--- config.mk ---
export PLATFORM = sky130hd
export DESIGN_NAME = seg_share_arb_flat
export DESIGN_NICKNAME = d
export VERILOG_FILES = /design/src/rtl/seg_share_arb_if.sv /design/src/rtl/seg_share_arb.sv /design/src/flat_wrapper.sv
export SDC_FILE = /design/constraint.sdc
export NUM_CORES = 1
export LEC_CHECK = 0
export BUFFER_PORTS_ARGS = -buffer_cell sky130_fd_sc_hd__buf_2
export CORE_AREA = 4 4 84 86
export CTS_CLUSTER_SIZE = 16
export DETAILED_ROUTE_END_ITERATION = 8
export DIE_AREA = 0 0 88 90
export SYNTH_ARGS = -nofsm -noshare
export SYNTH_HDL_FRONTEND = slang
export SYNTH_SLANG_ARGS = --single-unit
export TNS_END_PERCENT = 100
--- constraint.sdc ---
create_clock -name clk -period 5.7 [get_ports clk]
set_input_delay 0.855 -clock clk [delete_from_list [all_inputs] [get_ports clk]]
set_output_delay 0.855 -clock clk [all_outputs]
set_load 0.1 [all_outputs]
--- src/rtl/seg_share_arb_if.sv ---
// Request/data/grant/hex bundle between the application requesters (master)
// and the shared seven-segment arbiter (slave).
interface seg_share_arb_if;
  logic [3:0]  req;
  logic [15:0] data0;
  logic [15:0] data1;
  logic [15:0] data2;
  logic [15:0] data3;
  logic [3:0]  gnt;
  logic        busy;
  logic [3:0]  hex3;
  logic [3:0]  hex2;
  logic [3:0]  hex1;
  logic [3:0]  hex0;

  modport master (
    output req, data0, data1, data2, data3,
    input  gnt, busy, hex3, hex2, hex1, hex0
  );

  modport slave (
    input  req, data0, data1, data2, data3,
    output gnt, busy, hex3, hex2, hex1, hex0
  );
endinterface

--- src/rtl/seg_share_arb.sv ---
// Round-robin owner arbiter for the shared 4-digit display, with minimum hold time.
// Optional macro SEG_ARB_PRIO_EN: a rising req[0] preempts any other owner.
module seg_share_arb #(
  parameter int              HOLD_CYC  = 8,
  parameter int              CNT_W     = 4,
  parameter logic [15:0]     IDLE_WORD = 16'h0000
) (
  input  logic          clk,
  input  logic          reset,
  seg_share_arb_if.slave bus
);

  typedef enum logic [1:0] {ST_IDLE, ST_HOLD, ST_OPEN} state_t;

  localparam logic [CNT_W-1:0] CNT_LAST = CNT_W'(HOLD_CYC - 1);
  // With a one-cycle hold the first grant cycle already satisfies the minimum.
  localparam state_t GRANT_ST = (HOLD_CYC == 1) ? ST_OPEN : ST_HOLD;

  state_t           state_q, state_d;
  logic [3:0]       gnt_q, gnt_d;
  logic [CNT_W-1:0] cnt_q, cnt_d;
  logic [1:0]       last_q, last_d;
  logic [15:0]      hex_q, hex_d;

  logic [3:0] cand_mask;
  logic [1:0] scan_idx;
  logic [1:0] win_idx;
  logic       win_found;
  logic       owner_req;
  logic       do_grant;
  logic       do_idle;

  // The owner sits last in the search order, so masking it out leaves the others.
  always_comb begin
    cand_mask = bus.req & ~gnt_q;
    win_found = 1'b0;
    win_idx   = last_q;
    scan_idx  = last_q;
    for (int i = 1; i <= 4; i++) begin
      scan_idx = last_q + 2'(i);
      if (!win_found && cand_mask[scan_idx]) begin
        win_found = 1'b1;
        win_idx   = scan_idx;
      end
    end
  end

  assign owner_req = |(bus.req & gnt_q);

`ifdef SEG_ARB_PRIO_EN
  logic req0_q, req0_d;
  assign req0_d = bus.req[0];
`endif

  always_comb begin
    state_d  = state_q;
    gnt_d    = gnt_q;
    cnt_d    = cnt_q;
    last_d   = last_q;
    do_grant = 1'b0;
    do_idle  = 1'b0;

    case (state_q)
      ST_IDLE: begin
        if (win_found) do_grant = 1'b1;
      end
      ST_HOLD: begin
        if (!owner_req) begin
          do_grant = win_found;
          do_idle  = !win_found;
        end else begin
          cnt_d = cnt_q + CNT_W'(1);
          if (cnt_d == CNT_LAST) state_d = ST_OPEN;
        end
      end
      ST_OPEN: begin
        if (!owner_req) begin
          do_grant = win_found;
          do_idle  = !win_found;
        end else if (win_found) begin
          do_grant = 1'b1;
        end
      end
      default: do_idle = 1'b1;
    endcase

    if (do_grant) begin
      gnt_d   = 4'b0001 << win_idx;
      last_d  = win_idx;
      cnt_d   = '0;
      state_d = GRANT_ST;
    end else if (do_idle) begin
      gnt_d   = 4'b0000;
      cnt_d   = '0;
      state_d = ST_IDLE;
    end

`ifdef SEG_ARB_PRIO_EN
    if (state_q != ST_IDLE && !gnt_q[0] && bus.req[0] && !req0_q) begin
      gnt_d   = 4'b0001;
      last_d  = 2'd0;
      cnt_d   = '0;
      state_d = GRANT_ST;
    end
`endif
  end

  // The display follows whoever owned it last cycle; last_q is the owner while granted.
  always_comb begin
    hex_d = IDLE_WORD;
    if (gnt_q != 4'b0000) begin
      case (last_q)
        2'd0:    hex_d = bus.data0;
        2'd1:    hex_d = bus.data1;
        2'd2:    hex_d = bus.data2;
        default: hex_d = bus.data3;
      endcase
    end
  end

  always_ff @(posedge clk or posedge reset) begin
    if (reset) begin
      state_q <= ST_IDLE;
      gnt_q   <= 4'b0000;
      cnt_q   <= '0;
      last_q  <= 2'd3;
      hex_q   <= IDLE_WORD;
    end else begin
      state_q <= state_d;
      gnt_q   <= gnt_d;
      cnt_q   <= cnt_d;
      last_q  <= last_d;
      hex_q   <= hex_d;
    end
  end

`ifdef SEG_ARB_PRIO_EN
  always_ff @(posedge clk or posedge reset) begin
    if (reset) req0_q <= 1'b0;
    else       req0_q <= req0_d;
  end
`endif

  assign bus.gnt  = gnt_q;
  assign bus.busy = |gnt_q;
  assign {bus.hex3, bus.hex2, bus.hex1, bus.hex0} = hex_q;

endmodule

--- src/flat_wrapper.sv ---
// flat-port wrapper written by rule: the top's interface ports become plain ports
module seg_share_arb_flat 
#(
  parameter int              HOLD_CYC  = 8,
  parameter int              CNT_W     = 4,
  parameter logic [15:0]     IDLE_WORD = 16'h0000
)
  (clk, reset, bus_req, bus_data0, bus_data1, bus_data2, bus_data3, bus_gnt, bus_busy, bus_hex3, bus_hex2, bus_hex1, bus_hex0);
  seg_share_arb_if bus_i ();
  input  logic clk;
  input  logic reset;
  input wire logic [$bits(bus_i.req)-1:0] bus_req;
  input wire logic [$bits(bus_i.data0)-1:0] bus_data0;
  input wire logic [$bits(bus_i.data1)-1:0] bus_data1;
  input wire logic [$bits(bus_i.data2)-1:0] bus_data2;
  input wire logic [$bits(bus_i.data3)-1:0] bus_data3;
  output wire logic [$bits(bus_i.gnt)-1:0] bus_gnt;
  output wire logic [$bits(bus_i.busy)-1:0] bus_busy;
  output wire logic [$bits(bus_i.hex3)-1:0] bus_hex3;
  output wire logic [$bits(bus_i.hex2)-1:0] bus_hex2;
  output wire logic [$bits(bus_i.hex1)-1:0] bus_hex1;
  output wire logic [$bits(bus_i.hex0)-1:0] bus_hex0;
  assign bus_i.req = bus_req;
  assign bus_i.data0 = bus_data0;
  assign bus_i.data1 = bus_data1;
  assign bus_i.data2 = bus_data2;
  assign bus_i.data3 = bus_data3;
  assign bus_gnt = bus_i.gnt;
  assign bus_busy = bus_i.busy;
  assign bus_hex3 = bus_i.hex3;
  assign bus_hex2 = bus_i.hex2;
  assign bus_hex1 = bus_i.hex1;
  assign bus_hex0 = bus_i.hex0;
  seg_share_arb #(.HOLD_CYC(HOLD_CYC), .CNT_W(CNT_W), .IDLE_WORD(IDLE_WORD)) u_core (.clk(clk), .reset(reset), .bus(bus_i));
endmodule
Yosys cells after proc, flatten, opt, wreduce, memory -nomap -nowiden

Cells that the tools add are included.

Input bits: 70
Output and inout port bits: 21
Word-level logic and storage cells: 76
Register bits after elaboration: 28

Shifts and indexed selects: 1
Bitwise logic cells: 3
Order comparisons: 4
Reductions and logical operators: 19
Mux-type cells: 35
Add/sub/neg operators: 4
Equal/unequal tests: 5

Operators by type and width:

| cell                                                | count |
|---|---|
| case mux 16 bit (3 select lines)                    | 1 |
| 2-to-1 mux 4 bit                                    | 6 |
| 2-to-1 mux 2 bit                                    | 9 |
| 2-to-1 mux 16 bit                                   | 1 |
| < comparator 2 x 3 -> 1 bit, second input constant  | 4 |
| 2-to-1 mux 1 bit                                    | 12 |
| nonzero test 3 bit                                  | 3 |
| bitwise AND 4 bit                                   | 2 |
| binary-select mux 1 bit (select 2 bit)              | 4 |
| OR reduction 4 bit                                  | 2 |
| adder 2 bit, second input constant                  | 2 |
| adder 4 x 1 -> 4 bit, second input constant         | 1 |
| equality test 2 x 1 -> 1 bit, second input constant | 2 |
| equality test 2 bit, second input constant          | 2 |
| equality test 4 x 3 -> 1 bit, second input constant | 1 |
| logical NOT 1 bit                                   | 4 |
| logical NOT 2 bit                                   | 2 |
| inverter 4 bit                                      | 1 |
| nonzero test 4 bit                                  | 1 |
| left shift 1 x 2 -> 4 bit, first input constant     | 1 |
| logical AND 1 bit                                   | 3 |
| case mux 1 bit (3 select lines)                     | 1 |
| AND reduction 3 bit                                 | 1 |
| adder 2 x 1 -> 2 bit, second input constant         | 1 |
| other kinds (4)                                     | 4 |

Logic depth before layout (Yosys ltp)

Gate-level depths: netlist of the first run.

Word-level depth: 19
Gate-level depth with buffers: 9
Gate-level depth less buffers: 7

Worst setup path before layout of the first run

Ideal clock, no wire load.

Path type: register to output
Start: reg u_core.gnt_q[1] (netlist: u_core.bus.gnt[1])
End: out bus_busy
Path buffers: 1
Path slack: 2.634 ns
Required time: 4.845 ns
Data arrival time: 2.211 ns
Stages on the path, launching flop included: 4
Cell sequence: dfrtp_1 nor4_2 clkbuf_1 inv_1

Cells in the longest elaborated chain, start to end: 1

Ends and longest elaborated chain:

| what                   | RTL line             | RTL |
|---|---|---|
| start, declared        | seg_share_arb.sv:20  | `logic [3:0] gnt_q, gnt_d;` |
| start signal, assigned | seg_share_arb.sv:130 | `gnt_q <= gnt_d;` |
| OR reduction 4 bit     | seg_share_arb.sv:145 | `assign bus.busy = \|gnt_q;` |
| end, declared          | flat_wrapper.sv:18   | `output wire logic [$bits(bus_i.busy)-1:0] bus_busy;` |

No other way between the ends.

Worst setup path in the final report of the first run

Same ends and word-level chain as after synthesis.

==> results of run 1 <==
==> final cells by class <==
class / instances / area, µm²
multi-input cells: 155 / 1060
flip-flops and latches: 28 / 703
clock buffers: 4 / 55.1
well taps: 77 / 96.3
inverters: 8 / 30.0
repair buffers: 91 / 458
fillers: 655 / 3870
==> kinds of logic after synthesis <==
group	after synthesis	share of synthesized area, %
AND/OR/NAND/NOR	78	21.1
AO/OA/AOI/OAI	61	26.6
flip-flops	28	38.2
buffers and inverters	18	4.28
adder cells (fa/ha/maj)	10	6.79
XOR/XNOR	4	1.90
multiplexers	2	1.15
==> path summary, 6_finish.rpt <==
kind	from	endpoint	slack, ps
min in group asynchronous	reset	u_core.hex_q[8]$_DFF_PP0_	820
worst min-delay path	u_core.state_q[1]$_DFFE_PP0P_	u_core.state_q[1]$_DFFE_PP0P_	570
worst min register to register	u_core.state_q[1]$_DFFE_PP0P_	u_core.state_q[1]$_DFFE_PP0P_	570
worst max register to register	u_core.last_q[0]$_DFFE_PP1P_	u_core.bus.gnt[0]$_DFFE_PP0P_	3200
max in group asynchronous	reset	u_core.cnt_q[2]$_DFFE_PP0P_	4260
worst max-delay path	u_core.bus.gnt[1]$_DFFE_PP0P_	bus_busy	3180
==> per-layer routing <==
metal / vias up / wire length, µm / part of all wire (%)
met1: 838 / 2110 / 42
met5: - / 0 / 0
met3: 7 / 379 / 7.6
met4: 0 / 48 / 0.97
li1: 928 / - / -
met2: 74 / 2430 / 49
==> cells in the mapped netlist (all sizes together) (2+ instances only) <==
| master | n | area share (%) |
|---|---|---|
| nor2 | 44 | 9.0 |
| dfrtp | 26 | 35 |
| a21oi | 20 | 5.4 |
| a222oi | 16 | 8.7 |
| ha | 10 | 6.8 |
| clkbuf | 8 | 1.6 |
| inv | 8 | 1.6 |
| nand2 | 8 | 1.6 |
| nand3 | 3 | 0.81 |
| nor2b | 3 | 1.0 |
| nor3 | 3 | 0.81 |
| nor4 | 3 | 1.7 |
| o21ai | 3 | 1.0 |
| xor2 | 3 | 1.4 |
| a211oi | 2 | 0.81 |
| a221oi | 2 | 1.3 |
| a22oi | 2 | 1.1 |
| a31o | 2 | 0.95 |
| and3 | 2 | 0.68 |
| buf | 2 | 1.0 |
| dfstp | 2 | 2.9 |
| nand2b | 2 | 0.68 |
| o31ai | 2 | 0.81 |
| or3 | 2 | 0.95 |
==> flip-flops by register name, indices dropped and copies added, names as in the netlist <==
| signal | count |
|---|---|
| u_core.hex_q | 16 |
| u_core.bus.gnt | 4 |
| u_core.cnt_q | 4 |
| u_core.last_q | 2 |
| u_core.state_q | 2 |
==> power by group through the flow <==
stage	logic, mW	registers, mW	clock network, mW
detailed placement	1.11	0.347	0
finish	1.11	0.343	0.119
global route	1.20	0.353	0.133
floorplan	0.582	0.677	0
CTS	1.12	0.343	0.124
global placement	1.11	0.346	0
==> through the flow <==
stage / cells / setup slack (ps) / area (µm²) / hold WS (ps) / util (%)
finish: 363 / 3180 / 2400 / 574 / 38.3
global route: 363 / 3050 / 2400 / 630 / 38.3
CTS: 363 / 3150 / 2400 / 586 / 38.3
detailed placement: 359 / 3220 / 2350 / 564 / 37.4
global placement: 359 / 3300 / 2350 / 556 / 37.4
floorplan: 201 / 2630 / 1840 / 522 / -
==> placed cells by master (no fill, tap or decap), types with 4 or more instances in the layout <==
cell type and n:
a21oi_1 20, ha_1 10, dfrtp_1 26, inv_1 8, clkbuf_8 4, a222oi_1 16
nor2_1 44, buf_2 90, nand2_1 8
==> summary.md, run 1 <==
| Metric | Value |
|---|---|
| GRT overflow | `0` |
| Post-synthesis instance total | `201` |
| Critical path fanouts, max | `17` |
| Layout cell share with drive strength beyond 1 | `38.1%` |
| Die width | `88 µm` |
| Pre-Repair DR Iteration Count | `4` |
| Largest net degree at the start of global routing | `33` |
| Slowest cell on crit path | `dfrtp_1` |
| DR iter-0 viols | `85` |
| Final period util | `44.3%` |
| Net total in the final layout | `367` |
| Hold Crit Depth | `1` |
| Vias in the first global route | `1,763` |
| Antenna cell count | `0` |
| Synth Flop Type | `dfrtp_1` |
| Crit path max-delay family | `buffers and inverters` |
| Worst clock skew | `3.96 ps` |
| CTS Hold Bufs | `0` |
| Average size of a mapped cell | `9.16 µm²` |
| First-pass GRT wire length | `8.07 mm` |
| M1 GR Usage | `16.5%` |
| Post-synth EDFFs | `0` |
| Critical path arrival | `1670 ps` |
| Worst Setup End Kind | `output pin` |
| Unrepaired setup endpoints after global routing | `no` |
| Die area | `7920 µm²` |
| PwrDens | `653 nW/µm²` |
| Initial Utilization | `29.3%` |
| H-tree levels | `1` |
| Setup TNS | `0 ps` |
| Sequential area share after synthesis | `38.2%` |
| Outcome | `finished clean` |
| Via density | `5.09` |
| Post-CTS Setup Repair Bufs | `0` |
| R2r worst-path depth | `7` |
| Core area | `6280 µm²` |
| Max-slew headroom | `31.4%` |
| Tot GR Track Use | `12.4%` |
| Initial antenna violation count | `0` |
| FMAX | `0.396 GHz` |
| Crit path cell chain | `nor4_2 > buf_4 > inv_1 > buf_2` |
| Die height | `90 µm` |
| Max incr delay on CP | `500 ps` |
| Worst Max-Slew Pin Slew | `1030 ps` |
| Clk network pwr share | `7.6%` |
| Via Count | `1,847` |
| PnR Total Power | `1.57 mW` |
| Setup violations, final | `0` |
| Syn Nets | `281` |
| Async S/R FF share, synth | `100%` |
| Number of clock sinks | `28` |
| Clock transition at path regs | `90 ps` |
| GR Layer Usage met3 | `2.38%` |
| Clk buf depth | `2` |
| P&R area growth vs syn | `30.4%` |
| Drt total wl | `4.96 mm` |
| ANT nets after route | `0` |
| Int Power | `650 µW` |
| YS warnings | `0` |
| Worst path required time | `4850 ps` |
| Clk_lat worst skew | `270 ps` |
| Slew Limit Fails | `0` |
| Reg power frac | `21.9%` |
| Switch share | `58.6%` |
| Startpoint types | `register` |
| Num CTS Buffers | `3` |
| Yosys reg bits | `28` |
| Drt wl/cell | `13.7 µm` |
| HP Class | `reg -> reg` |
| GRT busiest layer | `met2` |
| Worst VDD drop | `0.000229 V` |
| Tmin final | `2520 ps` |
| GP Congestion | `0.796` |
| Crit path kind | `reg -> out` |
| Top Ports | `91` |
| Comb pwr share | `70.6%` |
| MaxCap Viol Count | `0` |
| Library cells used by synthesis | `54` |
| DRC viols | `0` |
| Mapped Area | `1840 µm²` |
| Sw Pwr | `918 µW` |
| # port buffers | `90` |
| Met2 usage | `20.2%` |
| Root Driver | `clkbuf_8` |
| DP HPWL | `4.03 mm` |
| P_leak | `1.22 nW` |
| WP buf/inv | `3` |
| Final Hold Fails | `0` |
| TritonCTS clock tree | `built` |
| PostCTS Resize Cnt | `0` |
| WP depth | `4` |
| Num rows | `29` |
Note: power is estimated with default switching activity, not from simulation.
==> run 2: changes to the inputs <==
clock period = 2.2 ns   (was 5.7 ns; I/O delays follow)
==> summary.md, run 2 (same netlist as run 1, synthesis figures left out) <==
| Metric | Value |
|---|---|
| WP depth | `7` |
| Die area | `7920 µm²` |
| Root Driver | `clkbuf_8` |
| Die height | `90 µm` |
| Num CTS Buffers | `3` |
| PnR Total Power | `4.29 mW` |
| Largest net degree at the start of global routing | `33` |
| R2r worst-path depth | `7` |
| Initial antenna violation count | `0` |
| Design area | `2490 µm²` |
| Die width | `88 µm` |
| Core area | `6280 µm²` |
| Layout cell share with drive strength beyond 1 | `41.3%` |
| Flop2flop setup slack | `130 ps` |
| Clk_lat worst skew | `270 ps` |
| Final Hold Fails | `0` |
| PostCTS Resize Cnt | `0` |
| P&R area growth vs syn | `35.1%` |
| Largest register FFs | `16` |
| Via Count | `1,896` |
| H-tree levels | `1` |
| DRC viols | `0` |
| Post-CTS Setup Repair Bufs | `0` |
| Final period util | `94.2%` |
| HP Class | `in -> async` |
| GP Congestion | `0.823` |
| Tot GR Track Use | `13.1%` |
| Setup violations, final | `0` |
| Drt total wl | `5.21 mm` |
| Net total in the final layout | `374` |
| TritonCTS clock tree | `built` |
| Crit path cell chain | `inv_1 > ha_1 > nor4b_2 > a221oi_2 > o211a_1 > a221o_2 > o31ai_1` |
| WP buf/inv | `1` |
| First-pass GRT wire length | `8.54 mm` |
| Top reg by flops | `u_core.hex_q` |
| Worst Setup End Kind | `register` |
| Filler cells | `647` |
| Outcome | `finished clean` |
| P_leak | `1.26 nW` |
| MaxCap Viol Count | `0` |
| Max incr delay on CP | `540 ps` |
| DR iter-0 viols | `134` |
| Most common cell after layout, fill and taps aside | `buf_2` |
| DP HPWL | `4.28 mm` |
| Initial Utilization | `29.3%` |
| Slew Limit Fails | `0` |
| CTS Hold Bufs | `0` |
| Unrepaired setup endpoints after global routing | `no` |
| Tmin final | `2070 ps` |
| Pre-Repair DR Iteration Count | `6` |
| Critical path arrival | `2250 ps` |
| Worst VDD drop | `0.000651 V` |
| Worst clock skew | `5.25 ps` |
| ANT nets after route | `0` |
| Crit path kind | `reg -> reg` |
| Startpoint types | `register` |
| Critical path fanouts, max | `2` |
| Placed cell area | `2420 µm²` |
| Worst Max-Slew Pin Slew | `563 ps` |
| Setup TNS | `0 ps` |
| Num rows | `29` |
| Max-slew headroom | `62.4%` |
| Crit path max-delay family | `compound AO/OA/AOI/OAI gates` |
| Commonest cells after routing, fill and taps aside | `90 x buf_2, 44 x nor2_1, 22 x dfrtp_1, 20 x a21oi_1, 16 x a222oi_1` |
| Antenna cell count | `0` |
| Slowest cell on crit path | `dfstp_2` |
| Worst path required time | `2370 ps` |
| Vias in the first global route | `1,852` |
| # port buffers | `90` |
| Number of clock sinks | `28` |
| FMAX | `0.482 GHz` |
| GRT overflow | `0` |
| Clock transition at path regs | `90 ps` |
| Top Ports | `91` |
| PwrDens | `1730 nW/µm²` |
| Clk buf depth | `2` |
| Drt wl/cell | `14.1 µm` |
| Via density | `5.12` |
[run 2: changes by cell type in the layout (fill, tap and decap cells not counted), sizes merged]
cell | before | now
buf | 91 | 98
bufinv | 0 | 1
clkbuf | 4 | 3
clkinvlp | 0 | 1
inv | 8 | 7
[run 2: path summary, 6_finish.rpt]
path | startpoint | to
worst min register to register | u_core.state_q[1]$_DFFE_PP0P_ | u_core.state_q[1]$_DFFE_PP0P_
worst min-delay path | reset | u_core.hex_q[7]$_DFF_PP0_
worst max register to register | u_core.last_q[0]$_DFFE_PP1P_ | u_core.bus.gnt[0]$_DFFE_PP0P_
min in group clk | bus_data3[10] | u_core.hex_q[10]$_DFF_PP0_
worst max-delay path | u_core.last_q[0]$_DFFE_PP1P_ | u_core.bus.gnt[0]$_DFFE_PP0P_
max in group asynchronous | reset | u_core.last_q[0]$_DFFE_PP1P_
[run 2: layout make-up]
cell class	instances	area (µm²)	share of cell area (%)
multi-input cells	155	1070	42.9
flip-flops and latches	28	708	28.5
repair buffers	98	510	20.5
well taps	77	96.3	3.87
clock buffers	3	41.3	1.66
inverters	8	33.8	1.36
clock inverters	1	30.0	1.21
[run 2: through the flow]
step / cells / util (%) / hold slack (ps) / setup WS [ps]
2_1_floorplan: 201 / - / 394 / 37.9
3_3_place_gp: 366 / 38.5 / 408 / 198
3_5_place_dp: 366 / 38.5 / 413 / 145
5_1_grt: 370 / 39.6 / 138 / 44.0
6_report: 370 / 39.6 / 98.3 / 127
4_1_cts: 370 / 39.6 / 111 / 123
[run 2: layer usage]
| metal | share of wire (%) | track usage [%] | up-vias | wire (µm) |
|---|---|---|---|---|
| li1 | - | - | 942 | - |
| met1 | 41 | 15.8 | 872 | 2130 |
| met2 | 50 | 22.7 | 80 | 2600 |
| met3 | 8.5 | 3.38 | 2 | 441 |
| met4 | 0.69 | 3.45 | 0 | 36 |
| met5 | 0 | 0 | - | 0 |
[run 2: worst min-delay path, stage by stage]
cell and delay [ps]:
buf_2 90, inv_1 40, buf_4 310
[run 2: where the power goes]
| group | total (mW) | switching [mW] | internal, mW |
|---|---|---|---|
| registers | 0.830 | 0.116 | 0.714 |
| clock network | 0.396 | 0.153 | 0.243 |
| logic | 3.07 | 2.17 | 0.901 |
| total | 4.29 | 2.44 | 1.86 |
==> run 3: changes to the inputs <==
CORE_AREA = 4 4 72 74   (was 4 4 84 86)
DIE_AREA = 0 0 76 78   (was 0 0 88 90)
PLACE_DENSITY = 0.75   (was default)
==> summary.md, run 3 (same netlist as run 1, synthesis figures left out) <==
| Metric | Value |
|---|---|
| Slew Limit Fails | `0` |
| Top reg by flops | `u_core.hex_q` |
| Clock transition at path regs | `90 ps` |
| Largest register FFs | `16` |
| Worst clock skew | `3.79 ps` |
| Max incr delay on CP | `540 ps` |
| GP Congestion | `0.847` |
| Via Count | `1,901` |
| PwrDens | `1740 nW/µm²` |
| Crit path kind | `reg -> reg` |
| Drt total wl | `4.89 mm` |
| ANT nets after route | `0` |
| Num rows | `25` |
| Most common cell after layout, fill and taps aside | `buf_2` |
| Critical path arrival | `2240 ps` |
| Clk_lat worst skew | `270 ps` |
| First-pass GRT wire length | `8.06 mm` |
| Slowest cell on crit path | `dfstp_2` |
| P&R area growth vs syn | `33.6%` |
| Initial antenna violation count | `0` |
| DR iter-0 viols | `116` |
| Final Hold Fails | `0` |
| GR Layer Usage met3 | `2.90%` |
| Num CTS Buffers | `3` |
| H-tree levels | `1` |
| Die area | `5930 µm²` |
| GRT overflow | `0` |
| Critical path fanouts, max | `2` |
| # port buffers | `90` |
| Drt wl/cell | `14.1 µm` |
| Worst Max-Slew Pin Slew | `558 ps` |
| Met2 usage | `30.2%` |
| Tot GR Track Use | `16.2%` |
| MaxCap Viol Count | `0` |
| Max-slew headroom | `62.8%` |
| PostCTS Resize Cnt | `0` |
| DRC viols | `0` |
| Top Ports | `91` |
| Layout cell share with drive strength beyond 1 | `41.3%` |
| Outcome | `finished clean` |
| Net total in the final layout | `374` |
| HP Class | `in -> async` |
| Tmin final | `2070 ps` |
| TritonCTS clock tree | `built` |
| Crit path cell chain | `inv_1 > ha_1 > nor4b_2 > a221oi_2 > o211a_1 > a221o_2 > o31ai_1` |
| Unrepaired setup endpoints after global routing | `no` |
| GRT busiest layer | `met2` |
| CTS Hold Bufs | `0` |
| DP HPWL | `3.91 mm` |
| Worst Setup End Kind | `register` |
| Root Driver | `clkbuf_8` |
| Die height | `78 µm` |
| Startpoint types | `register` |
| Setup TNS | `0 ps` |
| PnR Total Power | `4.28 mW` |
| Post-CTS Setup Repair Bufs | `0` |
| Die width | `76 µm` |
| Setup violations, final | `0` |
| Final period util | `93.9%` |
| M1 GR Usage | `19.3%` |
| Initial Utilization | `40.1%` |
| Via density | `5.48` |
| FMAX | `0.484 GHz` |
| P_leak | `1.26 nW` |
| Final worst-path setup slack | `134 ps` |
| Antenna cell count | `0` |
| Number of clock sinks | `28` |
| Setup WS pre-CTS | `171 ps` |
| Worst VDD drop | `0.000773 V` |
| Hold slack | `98.2 ps` |
| Clk buf depth | `2` |
| Pre-Repair DR Iteration Count | `5` |
| Vias in the first global route | `1,776` |
| Largest net degree at the start of global routing | `33` |
| Commonest cells after routing, fill and taps aside | `90 x buf_2, 44 x nor2_1, 22 x dfrtp_1, 20 x a21oi_1, 16 x a222oi_1` |
| Core area | `4600 µm²` |
| Worst path required time | `2380 ps` |
run 3: cell counts in the layout (fill, tap and decap cells not counted):
No cell type changed its count.
run 3: path summary, 6_finish.rpt:
kind / from / endpoint / slack [ps] / cells past startpoint
setup / recovery: u_core.last_q[0]$_DFFE_PP1P_ / u_core.bus.gnt[0]$_DFFE_PP0P_ / 130 / 7
hold / removal: reset / u_core.cnt_q[0]$_DFFE_PP0P_ / 100 / 3
setup reg to reg: u_core.last_q[0]$_DFFE_PP1P_ / u_core.bus.gnt[0]$_DFFE_PP0P_ / 130 / 7
hold reg to reg: u_core.state_q[1]$_DFFE_PP0P_ / u_core.state_q[1]$_DFFE_PP0P_ / 580 / 1
max in group asynchronous: reset / u_core.last_q[0]$_DFFE_PP1P_ / 1800 / 3
min in group clk: bus_data3[14] / u_core.hex_q[14]$_DFF_PP0_ / 290 / 3
run 3: where the power goes:
part | internal, mW | switching, mW
clock | 0.243 | 0.157
sequential | 0.714 | 0.119
combinational | 0.901 | 2.15
total | 1.86 | 2.42
run 3: final cells by class:
class / instances / area [µm²]
clock buffer: 3 / 41.3
clock inverter: 1 / 30.0
fill: 413 / 2140
inverter: 8 / 33.8
multi-input combinational: 155 / 1070
sequential: 28 / 708
tap: 54 / 67.6
timing repair buffer: 98 / 510
run 3: per-layer routing:
layer | vias up | wire, µm | part of all wire [%]
met3 | 4 | 399 | 8.2
li1 | 943 | - | -
met5 | - | 0 | 0
met1 | 855 | 1960 | 40
met4 | 0 | 39 | 0.80
met2 | 99 | 2490 | 51
run 3: per-stage QoR:
step	area [µm²]	utilization (%)	instances
6_report	2460	53.5	347
5_1_grt	2460	53.5	347
4_1_cts	2460	53.5	347
3_5_place_dp	2390	51.9	343
3_3_place_gp	2390	51.9	343
2_1_floorplan	1860	-	201
run 3: worst max-delay path, delay by kind of cell, from the launching register on:
| family | cells | cell delay, ps |
|---|---|---|
| buffers and inverters | 1 | 50 |
| adders and majority gates | 1 | 310 |
| and+or+nand+nor | 1 | 290 |
| DFF | 1 | 540 |
| AOI/OAI and AO/OA | 4 | 800 |
